==> src/rtl/mem_access_stage_if.sv <==
// Data-memory valid/ready port between the memory stage (master) and data memory (slave).
interface mem_access_stage_if;
  logic        dm_req;
  logic        dm_we;
  logic [63:0] dm_addr;
  logic [63:0] dm_wdata;
  logic [7:0]  dm_be;
  logic        dm_ready;
  logic        dm_rvalid;
  logic [63:0] dm_rdata;

  modport master (output dm_req, dm_we, dm_addr, dm_wdata, dm_be,
                  input  dm_ready, dm_rvalid, dm_rdata);
  modport slave  (input  dm_req, dm_we, dm_addr, dm_wdata, dm_be,
                  output dm_ready, dm_rvalid, dm_rdata);
endinterface

==> src/rtl/mem_access_stage.sv <==
// Memory stage: runs the data-memory transaction for loads/stores, formats load data,
// and registers one result per instruction toward MEM/WB.
module mem_access_stage #(
  parameter int MAX_WAIT = 255
) (
  input  logic               clk,
  input  logic               reset,
  input  logic               ex_valid,
  input  logic               ex_mem_read,
  input  logic               ex_mem_write,
  input  logic [2:0]         ex_funct3,
  input  logic [63:0]        ex_addr,
  input  logic [63:0]        ex_wdata,
  input  logic [4:0]         ex_rd,
  input  logic [1:0]         ex_wb,
  output logic               stall,
  mem_access_stage_if.master dm,
  output logic               mem_valid,
  output logic [1:0]         mem_wb,
  output logic [63:0]        mem_read_data,
  output logic [4:0]         mem_rd,
  output logic [63:0]        mem_addr,
  output logic               mem_exc,
  output logic [1:0]         mem_exc_cause
);
  localparam int CW = $clog2(MAX_WAIT + 1);

  typedef enum logic [1:0] {IDLE, REQ, RESP} state_t;
  state_t state, state_n;
  logic [CW-1:0] wait_cnt;

  logic        l_load, l_we;
  logic [63:0] l_addr, l_wdata;
  logic [2:0]  l_funct3;
  logic [4:0]  l_rd;
  logic [1:0]  l_wb;
  logic [7:0]  l_be;

  logic        is_acc, misal, latch, fin, fin_exc, timeout;
  logic [1:0]  fin_wb, fin_cause;
  logic [4:0]  fin_rd;
  logic [63:0] fin_addr, fin_data;
  logic [2:0]  lane;
  logic [7:0]  be_in;
  logic [63:0] wdata_sh, rsh, ld_fmt;

  assign lane     = ex_addr[2:0];
  assign is_acc   = ex_mem_read | ex_mem_write;
  assign wdata_sh = ex_wdata << {lane, 3'b000};
  assign timeout  = (state != IDLE) && (wait_cnt == CW'(MAX_WAIT - 1));

  // Size comes from funct3[1:0]; bit 2 only selects signedness for loads.
  always_comb begin
    misal = 1'b0;
    be_in = 8'hFF;
    case (ex_funct3[1:0])
      2'b00: be_in = 8'h01 << lane;
      2'b01: begin misal = ex_addr[0];     be_in = 8'h03 << lane; end
      2'b10: begin misal = |ex_addr[1:0];  be_in = 8'h0F << lane; end
      default: begin misal = |ex_addr[2:0]; be_in = 8'hFF; end
    endcase
  end

  assign rsh = dm.dm_rdata >> {l_addr[2:0], 3'b000};
  always_comb begin
    case (l_funct3)
      3'b000:  ld_fmt = {{56{rsh[7]}},  rsh[7:0]};
      3'b100:  ld_fmt = {56'd0,         rsh[7:0]};
      3'b001:  ld_fmt = {{48{rsh[15]}}, rsh[15:0]};
      3'b101:  ld_fmt = {48'd0,         rsh[15:0]};
      3'b010:  ld_fmt = {{32{rsh[31]}}, rsh[31:0]};
      3'b110:  ld_fmt = {32'd0,         rsh[31:0]};
      default: ld_fmt = rsh;
    endcase
  end

  assign dm.dm_req   = (state == REQ);
  assign dm.dm_we    = l_we;
  assign dm.dm_addr  = {l_addr[63:3], 3'b000};
  assign dm.dm_wdata = l_wdata;
  assign dm.dm_be    = l_be;

  always_comb begin
    state_n   = state;
    stall     = 1'b0;
    latch     = 1'b0;
    fin       = 1'b0;
    fin_wb    = 2'b00;
    fin_rd    = l_rd;
    fin_addr  = l_addr;
    fin_data  = '0;
    fin_exc   = 1'b0;
    fin_cause = 2'b00;
    case (state)
      IDLE: if (ex_valid) begin
        fin_rd   = ex_rd;
        fin_addr = ex_addr;
        if (!is_acc) begin
          fin    = 1'b1;
          fin_wb = ex_wb;
        end else if (misal) begin
          fin       = 1'b1;
          fin_exc   = 1'b1;
          fin_cause = ex_mem_read ? 2'b01 : 2'b10;
        end else begin
          stall   = 1'b1;
          latch   = 1'b1;
          state_n = REQ;
        end
      end
      REQ: begin
        // A posted store completes on dm_ready even in the timeout cycle.
        if (dm.dm_ready && !l_load) begin
          fin     = 1'b1;
          fin_wb  = l_wb;
          state_n = IDLE;
        end else if (timeout) begin
          fin       = 1'b1;
          fin_exc   = 1'b1;
          fin_cause = 2'b11;
          state_n   = IDLE;
        end else begin
          stall = 1'b1;
          if (dm.dm_ready) state_n = RESP;
        end
      end
      RESP: begin
        if (dm.dm_rvalid) begin
          fin      = 1'b1;
          fin_wb   = l_wb;
          fin_data = ld_fmt;
          state_n  = IDLE;
        end else if (timeout) begin
          fin       = 1'b1;
          fin_exc   = 1'b1;
          fin_cause = 2'b11;
          state_n   = IDLE;
        end else begin
          stall = 1'b1;
        end
      end
      default: state_n = IDLE;
    endcase
  end

  always_ff @(posedge clk) begin
    if (reset) begin
      state    <= IDLE;
      wait_cnt <= '0;
    end else begin
      state    <= state_n;
      // Counter spans REQ and RESP together; it is zero on entry to REQ.
      if (state == IDLE || state_n == IDLE) wait_cnt <= '0;
      else                                  wait_cnt <= wait_cnt + 1'b1;
    end
  end

  always_ff @(posedge clk) begin
    if (reset) begin
      l_load   <= 1'b0;
      l_we     <= 1'b0;
      l_addr   <= '0;
      l_wdata  <= '0;
      l_funct3 <= '0;
      l_rd     <= '0;
      l_wb     <= '0;
      l_be     <= '0;
    end else if (latch) begin
      l_load   <= ex_mem_read;
      l_we     <= ~ex_mem_read;
      l_addr   <= ex_addr;
      l_wdata  <= wdata_sh;
      l_funct3 <= ex_funct3;
      l_rd     <= ex_rd;
      l_wb     <= ex_wb;
      l_be     <= be_in;
    end
  end

  always_ff @(posedge clk) begin
    if (reset) begin
      mem_valid     <= 1'b0;
      mem_wb        <= '0;
      mem_read_data <= '0;
      mem_rd        <= '0;
      mem_addr      <= '0;
      mem_exc       <= 1'b0;
      mem_exc_cause <= '0;
    end else begin
      mem_valid <= fin;
      mem_exc   <= fin & fin_exc;
      if (fin) begin
        mem_wb        <= fin_wb;
        mem_read_data <= fin_data;
        mem_rd        <= fin_rd;
        mem_addr      <= fin_addr;
        mem_exc_cause <= fin_cause;
      end
    end
  end
endmodule

==> src/flat_wrapper.sv <==
// flat-port wrapper written by rule: the top's interface ports become plain ports
module mem_access_stage_flat 
#(
  parameter int MAX_WAIT = 255
)
  (clk, reset, ex_valid, ex_mem_read, ex_mem_write, ex_funct3, ex_addr, ex_wdata, ex_rd, ex_wb, stall, mem_valid, mem_wb, mem_read_data, mem_rd, mem_addr, mem_exc, mem_exc_cause, dm_dm_req, dm_dm_we, dm_dm_addr, dm_dm_wdata, dm_dm_be, dm_dm_ready, dm_dm_rvalid, dm_dm_rdata);
  mem_access_stage_if dm_i ();
  input  logic clk;
  input  logic reset;
  input  logic ex_valid;
  input  logic ex_mem_read;
  input  logic ex_mem_write;
  input  logic [2:0] ex_funct3;
  input  logic [63:0] ex_addr;
  input  logic [63:0] ex_wdata;
  input  logic [4:0] ex_rd;
  input  logic [1:0] ex_wb;
  output logic stall;
  output logic mem_valid;
  output logic [1:0] mem_wb;
  output logic [63:0] mem_read_data;
  output logic [4:0] mem_rd;
  output logic [63:0] mem_addr;
  output logic mem_exc;
  output logic [1:0] mem_exc_cause;
  output wire logic [$bits(dm_i.dm_req)-1:0] dm_dm_req;
  output wire logic [$bits(dm_i.dm_we)-1:0] dm_dm_we;
  output wire logic [$bits(dm_i.dm_addr)-1:0] dm_dm_addr;
  output wire logic [$bits(dm_i.dm_wdata)-1:0] dm_dm_wdata;
  output wire logic [$bits(dm_i.dm_be)-1:0] dm_dm_be;
  input wire logic [$bits(dm_i.dm_ready)-1:0] dm_dm_ready;
  input wire logic [$bits(dm_i.dm_rvalid)-1:0] dm_dm_rvalid;
  input wire logic [$bits(dm_i.dm_rdata)-1:0] dm_dm_rdata;
  assign dm_dm_req = dm_i.dm_req;
  assign dm_dm_we = dm_i.dm_we;
  assign dm_dm_addr = dm_i.dm_addr;
  assign dm_dm_wdata = dm_i.dm_wdata;
  assign dm_dm_be = dm_i.dm_be;
  assign dm_i.dm_ready = dm_dm_ready;
  assign dm_i.dm_rvalid = dm_dm_rvalid;
  assign dm_i.dm_rdata = dm_dm_rdata;
  mem_access_stage #(.MAX_WAIT(MAX_WAIT)) u_core (.clk(clk), .reset(reset), .ex_valid(ex_valid), .ex_mem_read(ex_mem_read), .ex_mem_write(ex_mem_write), .ex_funct3(ex_funct3), .ex_addr(ex_addr), .ex_wdata(ex_wdata), .ex_rd(ex_rd), .ex_wb(ex_wb), .stall(stall), .dm(dm_i), .mem_valid(mem_valid), .mem_wb(mem_wb), .mem_read_data(mem_read_data), .mem_rd(mem_rd), .mem_addr(mem_addr), .mem_exc(mem_exc), .mem_exc_cause(mem_exc_cause));
endmodule
==> config.mk <==
export PLATFORM = sky130hd
export DESIGN_NAME = mem_access_stage_flat
export DESIGN_NICKNAME = d
export VERILOG_FILES = /design/src/rtl/mem_access_stage_if.sv /design/src/rtl/mem_access_stage.sv /design/src/flat_wrapper.sv
export SDC_FILE = /design/constraint.sdc
export NUM_CORES = 1
export LEC_CHECK = 0
export ABC_CLOCK_PERIOD_IN_PS = 3500
export CAP_MARGIN = 20
export CORE_MARGIN = 10
export CORE_UTILIZATION = 47
export CTS_CLUSTER_DIAMETER = 60
export CTS_CLUSTER_SIZE = 10
export DETAILED_ROUTE_END_ITERATION = 6
export PLACE_DENSITY = 0.82
export SETUP_SLACK_MARGIN = 0.4
export SYNTH_ARGS = -nofsm -noshare
export SYNTH_HDL_FRONTEND = slang
export SYNTH_SLANG_ARGS = --single-unit
export TNS_END_PERCENT = 5
==> constraint.sdc <==
create_clock -name clk -period 3.5 [get_ports clk]
set_clock_uncertainty 0.05 [all_clocks]
set_input_delay 0.7 -clock clk [delete_from_list [all_inputs] [get_ports clk]]
set_output_delay 0.7 -clock clk [all_outputs]
set_load 0.03 [all_outputs]
==> impl_metrics.env <==
export IMPL_wire_per_inst_um=22.63
export IMPL_hold_path_class="reg -> reg"
export IMPL_drt_met1_wl_um=23220
export IMPL_place_ws_ns=0.01153
export IMPL_setup_ws_ns=0.5590
export IMPL_gp_congestion=0.9916
export IMPL_numCtsBuffers=36
export IMPL_max_slew_margin_pct=41.38
export IMPL_required_ns=2.75
export IMPL_start_util_pct=47.31
export IMPL_synth_top_flop_cell="dfxtp_1"
export IMPL_path_class="reg -> out"
export IMPL_wl_met2_um=27600
export IMPL_fin_setup_tns_ns=0
export IMPL_power_density_nw_per_um2=454.1
export IMPL_design_die_area_um2=40200
export IMPL_synth_area_per_cell_um2=8.437
export IMPL_slew_viol_final=0
export IMPL_fin_crit_ns=2.941
export IMPL_core_area_um2=32370
export IMPL_synth_edf_count=0
export IMPL_detail_route_antenna_nets=0
export IMPL_nNetsFinal=2370
export IMPL_area_delta_synth_final_pct=37.37
export IMPL_combPwrFrac_pct=25.7
export IMPL_drive_gt1_share_pct=7.696
export IMPL_boundaryPins=487
export IMPL_worst_pin_slew_ns=0.8789
export IMPL_grtUsageTotal_pct=27.61
export IMPL_cts_buffer_depth=3
export IMPL_cts_clk_slew_worst_paths_ns=0.05
export IMPL_async_flop_share_pct=0
export IMPL_cts_root_buf="clkbuf_16"
export IMPL_maxCapViolCount=0
export IMPL_ys_types=55
export IMPL_antenna_found_initial=5
export IMPL_clkPwrFrac_pct=35.4
export IMPL_swShare_pct=30.78
export IMPL_crit_fanout=6
export IMPL_dp_hpwl_um=43410
export IMPL_wl_um=58920
export IMPL_arrival_ns=2.19
export IMPL_grt_first_pass_wirelength_um=90180
export IMPL_crit_path_end_kind="output pin"
export IMPL_setup_viol=0
export IMPL_via_per_inst=5.976
export IMPL_grt_max_degree=131
export IMPL_overflow=0
export IMPL_clkLatencyLatePin_ns=0.51
export IMPL_cts_sinks=297
export IMPL_ys_seq_area_share_pct=38.83
export IMPL_grt_pass1_vias=14970
export IMPL_cts_tree="done"
export IMPL_pwr_share_seq_pct=38.9
export IMPL_syn_inst=1815
export IMPL_max_freq_ghz=0.3400
export IMPL_numPortBuffers=483
export IMPL_synth_seq_cells=297
export IMPL_die_h_um=200.5
export IMPL_p_sw_mw=2.940
export IMPL_p_leak_nw=7.395
export IMPL_dr_max_layer_used="met5"
export IMPL_die_w_um=200.5
export IMPL_p_int_mw=6.613
export IMPL_dpl_instance_area_um2=19980
export IMPL_syn_area_um2=15310
export IMPL_finalCritPeriodShare_pct=84.03
export IMPL_yosysWarnings=0
export IMPL_drc=0
export IMPL_rows=66
export IMPL_start_kind="register"
export IMPL_wl_met3_um=5277
export IMPL_num_vias=15560
export IMPL_finalInstanceArea_um2=21040
export IMPL_dr_pass1_iters=5
export IMPL_finalHoldViolations=0
export IMPL_cts_htree_levels=2
export IMPL_status="finished clean"
export IMPL_rsz0062_at_grt="no"
export IMPL_ir_drop_v=0.0003251
export IMPL_drt_iter0_drc=1426
[cell families (layout without fill, tap and decap cells)]
| logic type | after synthesis | after routing | synth area share [%] |
|---|---|---|---|
| flip-flops | 297 | 297 | 38.83 |
| AO/OA/AOI/OAI | 421 | 421 | 19.32 |
| adder cells (fa/ha/maj) | 10 | 10 | 0.8171 |
| buffers and inverters | 248 | 588 | 8.154 |
| XOR/XNOR | 6 | 6 | 0.3432 |
| AND/OR/NAND/NOR | 675 | 675 | 18.26 |
| other | 1 | 8 | 0.02449 |
| multiplexers | 157 | 157 | 14.26 |
[sequential cells by signal, indices dropped and copies added, names as in the netlist]
register and count:
u_core.l_funct3 3, u_core.wait_cnt 8, u_core.l_load 1, u_core.mem_exc_cause 2, u_core.mem_valid 1, u_core.state 2, u_core.mem_addr 64, u_core.mem_read_data 64
u_core.l_wb 2, u_core.dm.dm_be 8, u_core.mem_wb 2, u_core.l_rd 5, u_core.dm.dm_we 1, u_core.mem_rd 5, u_core.dm.dm_wdata 64, u_core.l_addr 64
u_core.mem_exc 1
[cells in the mapped netlist (3+ instances only)]
cell,number,share of area (%)
a21o_1,6,0.29
a21oi_1,126,4.1
ha_1,10,0.82
nor2_1,161,3.9
o22ai_1,16,0.65
a311oi_1,71,4.1
a211oi_1,33,1.6
nor2b_1,21,0.86
a32o_1,32,2.1
mux4_2,48,7.1
a32oi_1,7,0.40
o2bb2ai_1,5,0.29
nand3_1,40,1.3
o21ai_0,49,1.6
xor2_1,5,0.29
a22o_1,25,1.4
and2_1,7,0.29
or2_2,5,0.20
nand2b_1,8,0.33
a2bb2oi_1,11,0.63
buf_6,5,0.37
inv_1,17,0.42
a22oi_1,12,0.59
buf_1,20,0.49
mux2i_1,100,6.5
o211ai_1,16,0.78
dfxtp_1,297,39
nand2_1,380,9.3
nor3_1,30,0.98
clkbuf_1,108,2.6
buf_4,64,3.1
buf_2,32,1.0
mux2_2,9,0.66
or3_1,12,0.49
o22a_1,3,0.17
[routing by layer]
| layer | vias up | GRT usage (%) |
|---|---|---|
| met5 | - | 0 |
| met4 | 2 | 13.93 |
| met3 | 143 | 6.761 |
| met2 | 830 | 43.89 |
| met1 | 7506 | 34.28 |
| li1 | 7080 | - |
[worst max-delay path, cell delays in order, from the launching register on]
cell	delay [ns]
dfxtp_1	0.42
inv_1	0.09
ha_1	0.27
nand4b_1	0.27
nor2_2	0.18
nor2_1	0.06
nor2_1	0.18
nor2_4	0.06
buf_6	0.14
[area by class of cell]
type                            count  area [um2]
Antenna cell                        5       12.51
Clock buffer                       40       935.9
Clock inverter                      4       85.08
Fill cell                        2672       11330
Inverter                           19       71.32
Multi-Input combinational cell   1272        8188
Sequential cell                   297        5951
Tap cell                          442       553.0
Timing Repair Buffer              525        5240
[what timing repair did]
| item | 4_1_cts | 5_1_grt |
|---|---|---|
| endpoints found under the setup margin | 1 | 1 |
| hold buffers | 0 | 0 |
| setup buffers | 2 | 1 |
| pin swaps | 2 | 3 |
| cloned | 0 | 0 |
| gates resized for setup | 5 | 5 |
[stage by stage]
step	std cells	power [mW]	utilization, %	hold slack [ns]
finish	2604	9.553	64.99	0.4021
CTS	2598	9.607	64.94	0.4040
detailed placement	2552	6.215	61.72	0.3944
global route	2603	9.924	64.98	0.4226
global placement	2552	6.163	61.72	0.3882
floorplan	1817	5.219	-	0.3860
[power by group through the flow]
| stage | combinational, mW | clock (mW) | sequential, mW |
|---|---|---|---|
| after global placement | 2.38 | 0 | 3.78 |
| after detailed placement | 2.43 | 0 | 3.79 |
| final | 2.45 | 3.38 | 3.72 |
| after global routing | 2.61 | 3.57 | 3.74 |
| after floorplan | 1.17 | 0 | 4.05 |
| after CTS | 2.44 | 3.45 | 3.72 |
[cells in the final DEF, fill, tap and decap left out, types with 8 or more instances in the layout]
cell type | Yosys | routed
clkdlybuf4s50_1 | 0 | 476
a21oi_1 | 126 | 126
mux2i_1 | 100 | 100
dfxtp_1 | 297 | 295
o22ai_1 | 16 | 16
nor2b_1 | 21 | 21
or3_1 | 12 | 12
a22oi_1 | 12 | 12
buf_4 | 64 | 35
buf_12 | 0 | 8
a22o_1 | 25 | 24
o211ai_1 | 16 | 16
ha_1 | 10 | 10
nor3_1 | 30 | 30
mux2_2 | 9 | 9
nand3_1 | 40 | 39
nand2_1 | 380 | 379
a32o_1 | 32 | 32
mux4_2 | 48 | 48
clkbuf_16 | 0 | 36
a311oi_1 | 71 | 71
a211oi_1 | 33 | 33
nor2_1 | 161 | 158
nand2b_1 | 8 | 8
o21ai_0 | 49 | 49
inv_1 | 17 | 17
a2bb2oi_1 | 11 | 11
[worst paths after layout]
check | start | to | slack, ns | depth (start not counted)
worst max register to register | u_core.state[1] | u_core.mem_addr[55] | 0.79 | 8
worst max-delay path | u_core.state[1] | stall | 0.56 | 8
worst min register to register | u_core.l_wb[0] | u_core.l_wb[0] | 0.40 | 2
worst min-delay path | u_core.l_wb[0] | u_core.l_wb[0] | 0.40 | 2
Note: power is estimated with default switching activity, not from simulation.
